**src/rtl/pq_sorted_datapath.sv**
```systemverilog
// Storage and compare datapath for the sorted-array priority queue.
// Keys are held ascending in a flop array; all-ones marks an empty slot.
module pq_sorted_datapath #(
    parameter int KEY_W  = 16,
    parameter int DEPTH  = 16,
    parameter int ADDR_W = $clog2(DEPTH)
) (
    input  logic             clk,
    input  logic             rst,
    input  logic [KEY_W-1:0] din,
    input  logic             regenb,
    input  logic             regsel,
    input  logic             we,
    input  logic             countenb,
    input  logic             deq_shift,
    output logic             result,
    output logic             addr_last,
    output logic [KEY_W-1:0] head_key,
    output logic             full,
    output logic             empty
);

    localparam logic [KEY_W-1:0]  SENT = '1;
    localparam logic [ADDR_W-1:0] LAST = ADDR_W'(DEPTH - 1);

    logic [KEY_W-1:0]  mem [DEPTH];
    logic [KEY_W-1:0]  kreg;
    logic [ADDR_W-1:0] addr;
    logic [KEY_W-1:0]  rd_key;

    always_comb begin
        rd_key    = mem[addr];
        result    = (kreg > rd_key);
        addr_last = (addr == LAST);
        head_key  = mem[0];
        full      = (mem[DEPTH-1] != SENT);
        empty     = (mem[0] == SENT);
    end

    always_ff @(posedge clk) begin
        if (rst) begin
            for (int unsigned i = 0; i < DEPTH; i++) begin
                mem[i] <= SENT;
            end
            kreg <= SENT;
            addr <= '0;
        end else if (deq_shift) begin
            // Dequeue pre-empts any walk strobes in the same cycle.
            if (!empty) begin
                for (int unsigned i = 0; i < DEPTH - 1; i++) begin
                    mem[i] <= mem[i+1];
                end
                mem[DEPTH-1] <= SENT;
            end
        end else begin
            // Reads use pre-edge values, so we + regsel=1 forms an atomic swap.
            if (we) begin
                mem[addr] <= kreg;
            end
            if (regenb && !regsel) begin
                kreg <= din;
                addr <= '0;
            end else begin
                if (regenb) begin
                    kreg <= rd_key;
                end
                if (countenb && (addr != LAST)) begin
                    addr <= addr + 1'b1;
                end
            end
        end
    end

endmodule
```
**config.mk**
```make
export PLATFORM = sky130hd
export DESIGN_NAME = pq_sorted_datapath
export DESIGN_NICKNAME = d
export VERILOG_FILES = /design/src/rtl/pq_sorted_datapath.sv
export SDC_FILE = /design/constraint.sdc
export NUM_CORES = 1
export LEC_CHECK = 0
export BUFFER_PORTS_ARGS = -buffer_cell sky130_fd_sc_hd__buf_2
export CAP_MARGIN = 40
export CORE_MARGIN = 2
export CORE_UTILIZATION = 63
export DETAILED_ROUTE_END_ITERATION = 7
export PLACE_DENSITY = 0.81
export SKIP_CTS_REPAIR_TIMING = 1
export SYNTH_ARGS = -nofsm -noshare
export SYNTH_HDL_FRONTEND = slang
export SYNTH_SLANG_ARGS = --single-unit
```
**constraint.sdc**
```tcl
create_clock -name clk -period 4 [get_ports clk]
set_clock_uncertainty 0.2 [all_clocks]
set_input_delay 0.2 -clock clk [delete_from_list [all_inputs] [get_ports clk]]
set_output_delay 0.2 -clock clk [all_outputs]
set_load 0.02 [all_outputs]
```
==> results.sh, run 1 <==
export IMPL_ys_ff_latch=280
export IMPL_slowest_stage="mux4_2"
export IMPL_mostFrequentLayoutCell="edfxtp_1"
export IMPL_finalHoldViolCount=2
export IMPL_whs_path_depth=4
export IMPL_path_delay_family="compound AO/OA/AOI/OAI gates"
export IMPL_drive_gt1_share_pct=18.9
export IMPL_core_area_um2=22600
export IMPL_slew_headroom_pct=41.0
export IMPL_fin_nets=1210
export IMPL_syn_area_um2=14500
export IMPL_path_clk_slew_ns=0.06
export IMPL_setup_viol=0
export IMPL_ys_async_sr_fraction_pct=0
export IMPL_yosys_warnings=0
export IMPL_swShare_pct=21.9
export IMPL_cp_cell_sequence="buf_4 > buf_4 > clkbuf_16 > mux4_2 > mux2_2 > o21ai_1 > ha_1 > nand3_1 > a211o_1 > a21oi_1 > o22a_1 > buf_2"
export IMPL_clk_path_buf_depth=3
export IMPL_rows=55
export IMPL_slew_viol_final=0
export IMPL_ir_drop_v=0.000331
export IMPL_fin_ws_ns=0.0994
export IMPL_hpwl_mm=27.7
export IMPL_most_common_layout_cells="edfxtp_1, nor2_1, o22a_1"
export IMPL_worstHoldStart="regenb"
export IMPL_layout_cells_non_filler=1476
export IMPL_vias=10500
export IMPL_fmax_ghz=0.256
export IMPL_die_w_um=156
export IMPL_synth_ff_type="edfxtp_1"
export IMPL_cts_max_level=1
export IMPL_finalWirelength_mm=40.7
export IMPL_cp_end_kind="primary output"
export IMPL_cts_tree="done"
export IMPL_syn_avg_cell_area_um2=12.4
export IMPL_diodes=0
export IMPL_comb_power_share_pct=4.2
export IMPL_cpMostUsedCell="buf_4"
export IMPL_use_met1_pct=45.9
export IMPL_total_power_mw=6.51
export IMPL_ys_types=47
export IMPL_synth_edf_count=256
export IMPL_ff2ff_setup_slack_ns=0.84
export IMPL_firstDrtPassIters=6
export IMPL_grt_pass1_wl_mm=60.8
export IMPL_slowest_delay_ns=0.49
export IMPL_drc=0
export IMPL_die_h_um=156
export IMPL_netlist_instances=1163
export IMPL_grt_use_met2_pct=55.7
export IMPL_dp_slack_ns=0.546
export IMPL_timing_rr_start="mem[0][6]"
export IMPL_use_met3_pct=3.94
export IMPL_r2r_end="mem[1][11]"
export IMPL_p_per_area_nw_per_um2=405
export IMPL_via_per_inst=7.11
export IMPL_worstMarginPinSlew_ns=0.884
export IMPL_cts_made_buffers=30
export IMPL_power_leakage_nw=4.21
export IMPL_post_drt_wl_per_cell_um=27.5
export IMPL_grt_max_degree=81
export IMPL_violations="hold timing"
export IMPL_setup_worst_path_start_class="flip-flop"
export IMPL_critical_path_class="reg -> out"
export IMPL_whs_ns=-0.0207
export IMPL_drv_cap=0
export IMPL_portBuffers=42
export IMPL_final_period_minus_worst_setup_slack_ns=3.90
export IMPL_root_buffer="clkbuf_16"
export IMPL_gr_usage_all_layers_pct=33.5
export IMPL_drt_iter0_markers=1424
export IMPL_top_usage_layer="met2"
export IMPL_cp_num_buf_inv=4
export IMPL_antenna_found_initial=0
export IMPL_layout_worst_path_cycle_share_pct=97.5
export IMPL_grt_ovfl_total=0
export IMPL_p_seq_share_pct=49.5
export IMPL_ios=43
export IMPL_dieArea_um2=24200
export IMPL_worstRegToRegCells=4
export IMPL_hold_path_class="in -> reg"
export IMPL_initial_core_util_pct=64.1
export IMPL_nFillCells=1558
export IMPL_grt_pass1_vias=10000
export IMPL_worst_endpoint_required_ns=3.60
export IMPL_timing_setup_tns_ns=0
export IMPL_area_delta_synth_final_pct=11.0
export IMPL_internal_power_mw=5.09
export IMPL_cts_sinks=280
export IMPL_status="finished, violations left"
export IMPL_dpl_cell_count=1394
export IMPL_synth_fp_nets=1206
export IMPL_gp_congestion=0.996
export IMPL_clock_latency_ns=0.57
export IMPL_crit_arrival_ns=3.50
export IMPL_p_sw_mw=1.43
export IMPL_cp_max_fo=12
export IMPL_clock_power_share_pct=46.3
export IMPL_ant_nets=0
export IMPL_ys_seq_area_share_pct=56.4
[metal layers]
metal  vias up  wire (um)
li1       4484          -
met1      5171      14900
met2       691      20000
met3       148       3710
met4         0       2020
met5         -          0
[final cells by class]
type / count / area (um2) / area share, %
flip-flops and latches: 280 / 8180 / 50.9
multi-input cells: 754 / 5640 / 35.1
repair buffers: 96 / 810 / 5.04
clock buffers: 33 / 793 / 4.94
well taps: 285 / 357 / 2.22
clock inverters: 23 / 272 / 1.69
inverters: 5 / 18.8 / 0.117
[worst max-delay path by stage]
stage	startpoint	endpoint	cells past startpoint
final	flip-flop	result	12
after global routing	flip-flop	result	11
after CTS	flip-flop	result	12
after detailed placement	flip-flop	result	12
after global placement	flip-flop	result	12
after floorplan	flip-flop	result	10
[power groups by stage]
stage / Sequential [mW] / Clock (mW) / Combinational (mW)
2_1_floorplan: 3.27 / 0 / 0.177
3_3_place_gp: 3.29 / 0 / 0.235
3_5_place_dp: 3.29 / 0 / 0.242
4_1_cts: 3.23 / 3.02 / 0.243
5_1_grt: 3.23 / 3.14 / 0.293
6_report: 3.23 / 3.01 / 0.275
[kinds of logic after synthesis]
family	after synthesis	share of synthesized area (%)
xor+xnor	2	0.121
buf+inv	129	4.86
flops	280	56.4
compound gates	290	14.6
mux	80	11.2
fa+ha+maj	20	1.73
simple gates	362	11.1
[flip-flops by register name, summed over array words and instances (netlist names), named ones only]
register / count
kreg: 16
mem: 256
addr: 4
[cells in the mapped netlist, types with 5 or more instances]
| cell type | instances | share of area [%] |
|---|---|---|
| clkbuf_1 | 50 | 1.3 |
| mux4_2 | 64 | 10 |
| nand3_1 | 17 | 0.59 |
| buf_1 | 16 | 0.41 |
| nor3_1 | 5 | 0.17 |
| buf_2 | 25 | 0.86 |
| nand2b_1 | 21 | 0.91 |
| buf_6 | 13 | 1.0 |
| o21ai_1 | 51 | 1.8 |
| and3_1 | 9 | 0.39 |
| nand2_1 | 105 | 2.7 |
| o21ai_0 | 13 | 0.45 |
| ha_1 | 20 | 1.7 |
| a21oi_1 | 37 | 1.3 |
| o22ai_1 | 16 | 0.69 |
| nor2_1 | 162 | 4.2 |
| o22a_1 | 161 | 9.7 |
| buf_4 | 14 | 0.73 |
| nor4_1 | 14 | 0.60 |
| mux2_2 | 16 | 1.2 |
| dfxtp_1 | 24 | 3.3 |
| edfxtp_1 | 256 | 53 |
| nand4_1 | 12 | 0.52 |
[worst reg2reg max path: stages, from the launching register on]
cell	delay, ns
edfxtp_1	0.45
nand4_1	0.25
nor4_2	0.61
o21ba_2	0.52
nand2_1	0.66
[through the flow]
step	instance area, um2	hold WS [ns]	util [%]
2_1_floorplan	14500	0.237	-
3_3_place_gp	14600	0.326	64.8
3_5_place_dp	14600	0.343	64.9
4_1_cts	15700	-0.251	69.6
5_1_grt	16100	0.0106	71.2
6_report	16100	-0.0207	71.2
Power figures use the tool's default switching activity.
==> inputs of run 2 (changes only) <==
Settings changed: CORE_MARGIN 2 to 3.
==> run 2 against run 1 <==
Effect of this change: the run now ends clean; worst setup slack got worse by 0.021 ns; first-iteration DRC count rose by 5.6%; combinational power is essentially flat; critical endpoint unchanged; largest power group unchanged; highest routed layer unchanged.
==> results.sh, run 2 (synthesis results as in run 1) <==
export IMPL_status="complete, no violations"
export IMPL_die_w_um=158
export IMPL_crit_arrival_ns=3.52
export IMPL_rows=54
export IMPL_critical_path_class="reg -> out"
export IMPL_root_buffer="clkbuf_16"
export IMPL_gp_congestion=0.977
export IMPL_slew_headroom_pct=39.9
export IMPL_cts_made_buffers=30
export IMPL_whs_ns=0.0434
export IMPL_swShare_pct=22.1
export IMPL_core_area_um2=22200
export IMPL_comb_power_share_pct=4.4
export IMPL_cts_max_level=1
export IMPL_drt_iter0_markers=1504
export IMPL_drv_cap=0
export IMPL_grt_pass1_wl_mm=61.9
export IMPL_largest_register_ffs=256
export IMPL_final_period_minus_worst_setup_slack_ns=3.92
export IMPL_fin_area_um2=15800
export IMPL_cts_tree="done"
export IMPL_hold_path_class="in -> reg"
export IMPL_layout_worst_path_cycle_share_pct=98.0
export IMPL_mostFrequentLayoutCell="edfxtp_1"
export IMPL_diodes=0
export IMPL_post_drt_wl_per_cell_um=28.1
export IMPL_total_power_mw=6.12
export IMPL_die_h_um=158
export IMPL_most_common_layout_cells="edfxtp_1, nor2_1, o22a_1"
export IMPL_p_per_area_nw_per_um2=386
export IMPL_internal_power_mw=4.77
export IMPL_slew_viol_final=0
export IMPL_finalHoldViolCount=0
export IMPL_p_sw_mw=1.35
export IMPL_via_per_inst=7.17
export IMPL_timing_setup_tns_ns=0
export IMPL_clk_path_buf_depth=3
export IMPL_clock_latency_ns=0.56
export IMPL_largest_register="mem"
export IMPL_hpwl_mm=28.0
export IMPL_fmax_ghz=0.255
export IMPL_cts_sinks=280
export IMPL_cp_max_fo=17
export IMPL_grt_ovfl_total=0
export IMPL_ir_drop_v=0.000340
export IMPL_area_delta_synth_final_pct=9.44
export IMPL_initial_core_util_pct=65.1
export IMPL_drc=0
export IMPL_drive_gt1_share_pct=18.1
export IMPL_setup_viol=0
export IMPL_worstMarginPinSlew_ns=0.899
export IMPL_vias=10500
export IMPL_power_leakage_nw=4.13
export IMPL_reg_top3="mem x256, kreg x16, addr x4"
export IMPL_finalWirelength_mm=41.3
export IMPL_clock_power_share_pct=42.8
export IMPL_ff2ff_setup_slack_ns=0.84
export IMPL_ios=43
export IMPL_path_clk_slew_ns=0.06
export IMPL_p_seq_share_pct=52.8
export IMPL_gr_usage_all_layers_pct=33.2
export IMPL_grt_pass1_vias=10200
export IMPL_fin_nets=1210
export IMPL_portBuffers=42
export IMPL_r2r_end="mem[0][0]"
export IMPL_worstRegToRegCells=4
export IMPL_firstDrtPassIters=5
export IMPL_setup_worst_path_start_class="flip-flop"
export IMPL_ant_nets=0
export IMPL_grt_max_degree=81
export IMPL_rsz0062_at_grt="false"
export IMPL_antenna_found_initial=1
export IMPL_worst_endpoint_required_ns=3.60
export IMPL_dieArea_um2=24800
export IMPL_timing_rr_start="mem[0][12]"
export IMPL_cp_endpoint="result"
export IMPL_placedInstanceArea_um2=14600
export IMPL_nFillCells=1470
export IMPL_cp_end_kind="primary output"
-- run 2: cell count changes in the layout (fill, tap and decap cells not counted), sizes merged --
cell	delta
buf	+1
bufinv	-6
clkinvlp	-4
inv	-1
clkinv	-2
clkbuf	+12
-- run 2: worst min-delay path by stage --
stage | cells after the start | endpoint | from | slack (ns)
2_1_floorplan | 2 | kreg[13] | din[13] | 0.24
3_3_place_gp | 2 | flip-flop | rst | 0.33
3_5_place_dp | 2 | flip-flop | rst | 0.33
4_1_cts | 2 | flip-flop | rst | -0.22
5_1_grt | 3 | flip-flop | deq_shift | 0.05
6_report | 3 | flip-flop | deq_shift | 0.04
-- run 2: stage by stage --
stage / utilization [%] / instances / worst slack [ns]
5_1_grt: 71.3 / 1471 / 0.00217
4_1_cts: 70.0 / 1448 / 0.0150
2_1_floorplan: - / 1163 / 0.954
3_3_place_gp: 65.8 / 1391 / 0.641
3_5_place_dp: 65.9 / 1392 / 0.629
6_report: 71.3 / 1471 / 0.0787
-- run 2: critical path: stages, from the launching register on --
cell and delay, ns:
dfxtp_4 0.47, buf_16 0.22, mux4_2 0.51, mux2_2 0.30
o21ai_1 0.12, ha_1 0.26, nor2b_1 0.15, o31ai_1 0.20
a211o_1 0.22, a21oi_1 0.08, o22a_1 0.23, buf_2 0.18
-- run 2: power groups by stage --
stage	clock, mW	combinational (mW)	sequential (mW)
2_1_floorplan	0	0.177	3.27
3_3_place_gp	0	0.236	3.29
3_5_place_dp	0	0.245	3.29
4_1_cts	2.63	0.247	3.23
5_1_grt	2.74	0.287	3.23
6_report	2.62	0.272	3.23
-- run 2: routing by layer --
| metal | wire length (um) | track usage, % | vias up |
|---|---|---|---|
| met3 | 4260 | 4.67 | 173 |
| met2 | 20100 | 55.1 | 767 |
| met1 | 14700 | 44.8 | 5125 |
| li1 | - | - | 4480 |
| met4 | 2270 | 13.8 | 0 |
| met5 | 0 | 0 | - |
-- run 2: layout make-up --
cell class | count | area (um2) | share of cell area, %
sequential | 280 | 8180 | 51.6
clock buffer | 46 | 872 | 5.50
inverter | 5 | 18.8 | 0.118
multi-input combinational | 754 | 5620 | 35.5
clock inverter | 10 | 45.0 | 0.284
tap | 280 | 350 | 2.21
timing repair buffer | 96 | 764 | 4.82
==> inputs of run 3 (changes only) <==
Settings changed: CELL_PAD_IN_SITES_DETAIL_PLACEMENT set to 1, CELL_PAD_IN_SITES_GLOBAL_PLACEMENT set to 2, CORE_UTILIZATION 63 to 44, PLACE_DENSITY 0.81 to not set, PLACE_DENSITY_LB_ADDON set to 0.1.
==> run 3 against run 2 <==
Effect of this change: sequential power about the same; critical path depth unchanged; core utilization down 20 points.
==> results.sh, run 3 (synthesis results as in run 1) <==
export IMPL_slowest_stage="mux4_2"
export IMPL_setup_viol=0
export IMPL_layout_worst_path_cycle_share_pct=97.2
export IMPL_worstMarginPinSlew_ns=0.892
export IMPL_largest_register="mem"
export IMPL_finalHoldViolCount=0
export IMPL_gr_usage_all_layers_pct=27.7
export IMPL_cp_cell_sequence="buf_12 > buf_4 > mux4_2 > mux2_2 > o21ai_2 > ha_1 > nand3_1 > a211o_1 > a21oi_1 > o22a_1 > buf_2"
export IMPL_whs_ns=0.0348
export IMPL_final_period_minus_worst_setup_slack_ns=3.89
export IMPL_grt_max_degree=102
export IMPL_crit_arrival_ns=3.49
export IMPL_post_drt_wl_per_cell_um=29.4
export IMPL_root_buffer="clkbuf_16"
export IMPL_diodes=0
export IMPL_rows=65
export IMPL_grt_pass1_wl_mm=72.2
export IMPL_fin_ws_ns=0.111
export IMPL_path_clk_slew_ns=0.05
export IMPL_cp_max_fo=8
export IMPL_fin_area_um2=16500
export IMPL_cts_tree="done"
export IMPL_fmax_ghz=0.257
export IMPL_drt_iter0_markers=925
export IMPL_antenna_found_initial=0
export IMPL_drive_gt1_share_pct=20.9
export IMPL_ir_drop_v=0.000236
export IMPL_mostFrequentLayoutCell="edfxtp_1"
export IMPL_p_per_area_nw_per_um2=398
export IMPL_ant_nets=0
export IMPL_power_leakage_nw=4.36
export IMPL_slew_viol_final=0
export IMPL_cts_made_buffers=34
export IMPL_status="complete, no violations"
export IMPL_die_w_um=187
export IMPL_core_area_um2=32000
export IMPL_fin_nets=1246
export IMPL_die_h_um=187
export IMPL_reg_top3="mem x256, kreg x16, addr x4"
export IMPL_drc=0
export IMPL_ff2ff_setup_slack_ns=0.71
export IMPL_clk_path_buf_depth=3
export IMPL_drv_cap=0
export IMPL_portBuffers=42
export IMPL_clock_latency_ns=0.52
export IMPL_slowest_delay_ns=0.51
export IMPL_placedInstanceArea_um2=15100
export IMPL_most_common_layout_cells="edfxtp_1, nor2_1, o22a_1"
export IMPL_hold_path_class="in -> reg"
export IMPL_cp_end_kind="primary output"
export IMPL_initial_core_util_pct=45.3
export IMPL_rsz0062_at_grt="false"
export IMPL_setup_worst_path_start_class="flip-flop"
export IMPL_slew_headroom_pct=40.4
export IMPL_cts_max_level=2
export IMPL_dp_slack_ns=0.413
export IMPL_worstHoldStart="rst"
export IMPL_via_per_inst=6.27
export IMPL_finalWirelength_mm=48.9
export IMPL_timing_rr_start="mem[0][7]"
export IMPL_ios=43
export IMPL_gp_congestion=0.896
export IMPL_critical_path_class="reg -> out"
export IMPL_cts_sinks=280
export IMPL_worst_endpoint_required_ns=3.60
export IMPL_firstDrtPassIters=5
export IMPL_grt_pass1_vias=10700
export IMPL_dieArea_um2=35100
export IMPL_largest_register_ffs=256
export IMPL_grt_ovfl_total=0
export IMPL_area_delta_synth_final_pct=13.6
export IMPL_vias=10400
export IMPL_hpwl_mm=34.0
-- run 3: changes by cell type in the layout (fill, tap and decap cells not counted), moves of 2 or more --
cell / change
clkbuf_16: +5
dlygate4sd3_1: -2
o21ai_1: -2
o21ai_2: +2
clkbuf_8: -4
bufinv_16: +2
buf_12: +2
buf_4: +35
-- run 3: cell type report --
type / instances / area, um2
Clock buffer: 48 / 967
Sequential cell: 280 / 8180
Clock inverter: 12 / 108
Fill cell: 3250 / 15500
Inverter: 5 / 18.8
Multi-Input combinational cell: 754 / 5630
Timing Repair Buffer: 128 / 1000
Tap cell: 435 / 544
-- run 3: per-layer routing --
metal | track usage (%) | vias up | wire, um
met5 | 0 | - | 0
met4 | 10.1 | 0 | 1930
met3 | 3.49 | 92 | 2530
met2 | 47.5 | 353 | 24600
met1 | 36.3 | 5431 | 19900
li1 | - | 4552 | -
-- run 3: stage by stage --
step,instances,util [%],power [mW],setup TNS (ns)
detailed placement,1575,47.2,3.58,0
floorplan,1163,-,3.44,0
global placement,1571,46.9,3.57,0
CTS,1635,50.5,6.59,-0.171
finish,1662,51.5,6.56,0
global route,1662,51.5,6.76,0
-- run 3: final timing paths --
| path | to | cells past startpoint |
|---|---|---|
| worst max-delay path | result | 11 |
| worst min-delay path | flip-flop | 3 |
| worst max register to register | mem[8][2] | 4 |
| worst min register to register | mem[5][13] | 1 |
-- run 3: where the power goes --
part	internal, mW	total [mW]	switching [mW]
Sequential	3.20	3.22	0.0219
Clock	1.81	3.02	1.20
Combinational	0.0975	0.321	0.223
-- run 3: worst max-delay path, delay by kind of cell (launching register included) --
family          cells  cell delay [ns]
compound gates      4             0.90
fa+ha+maj           1             0.20
buf+inv             3             0.55
flops               1             0.42
mux                 2             0.81
simple gates        1             0.10
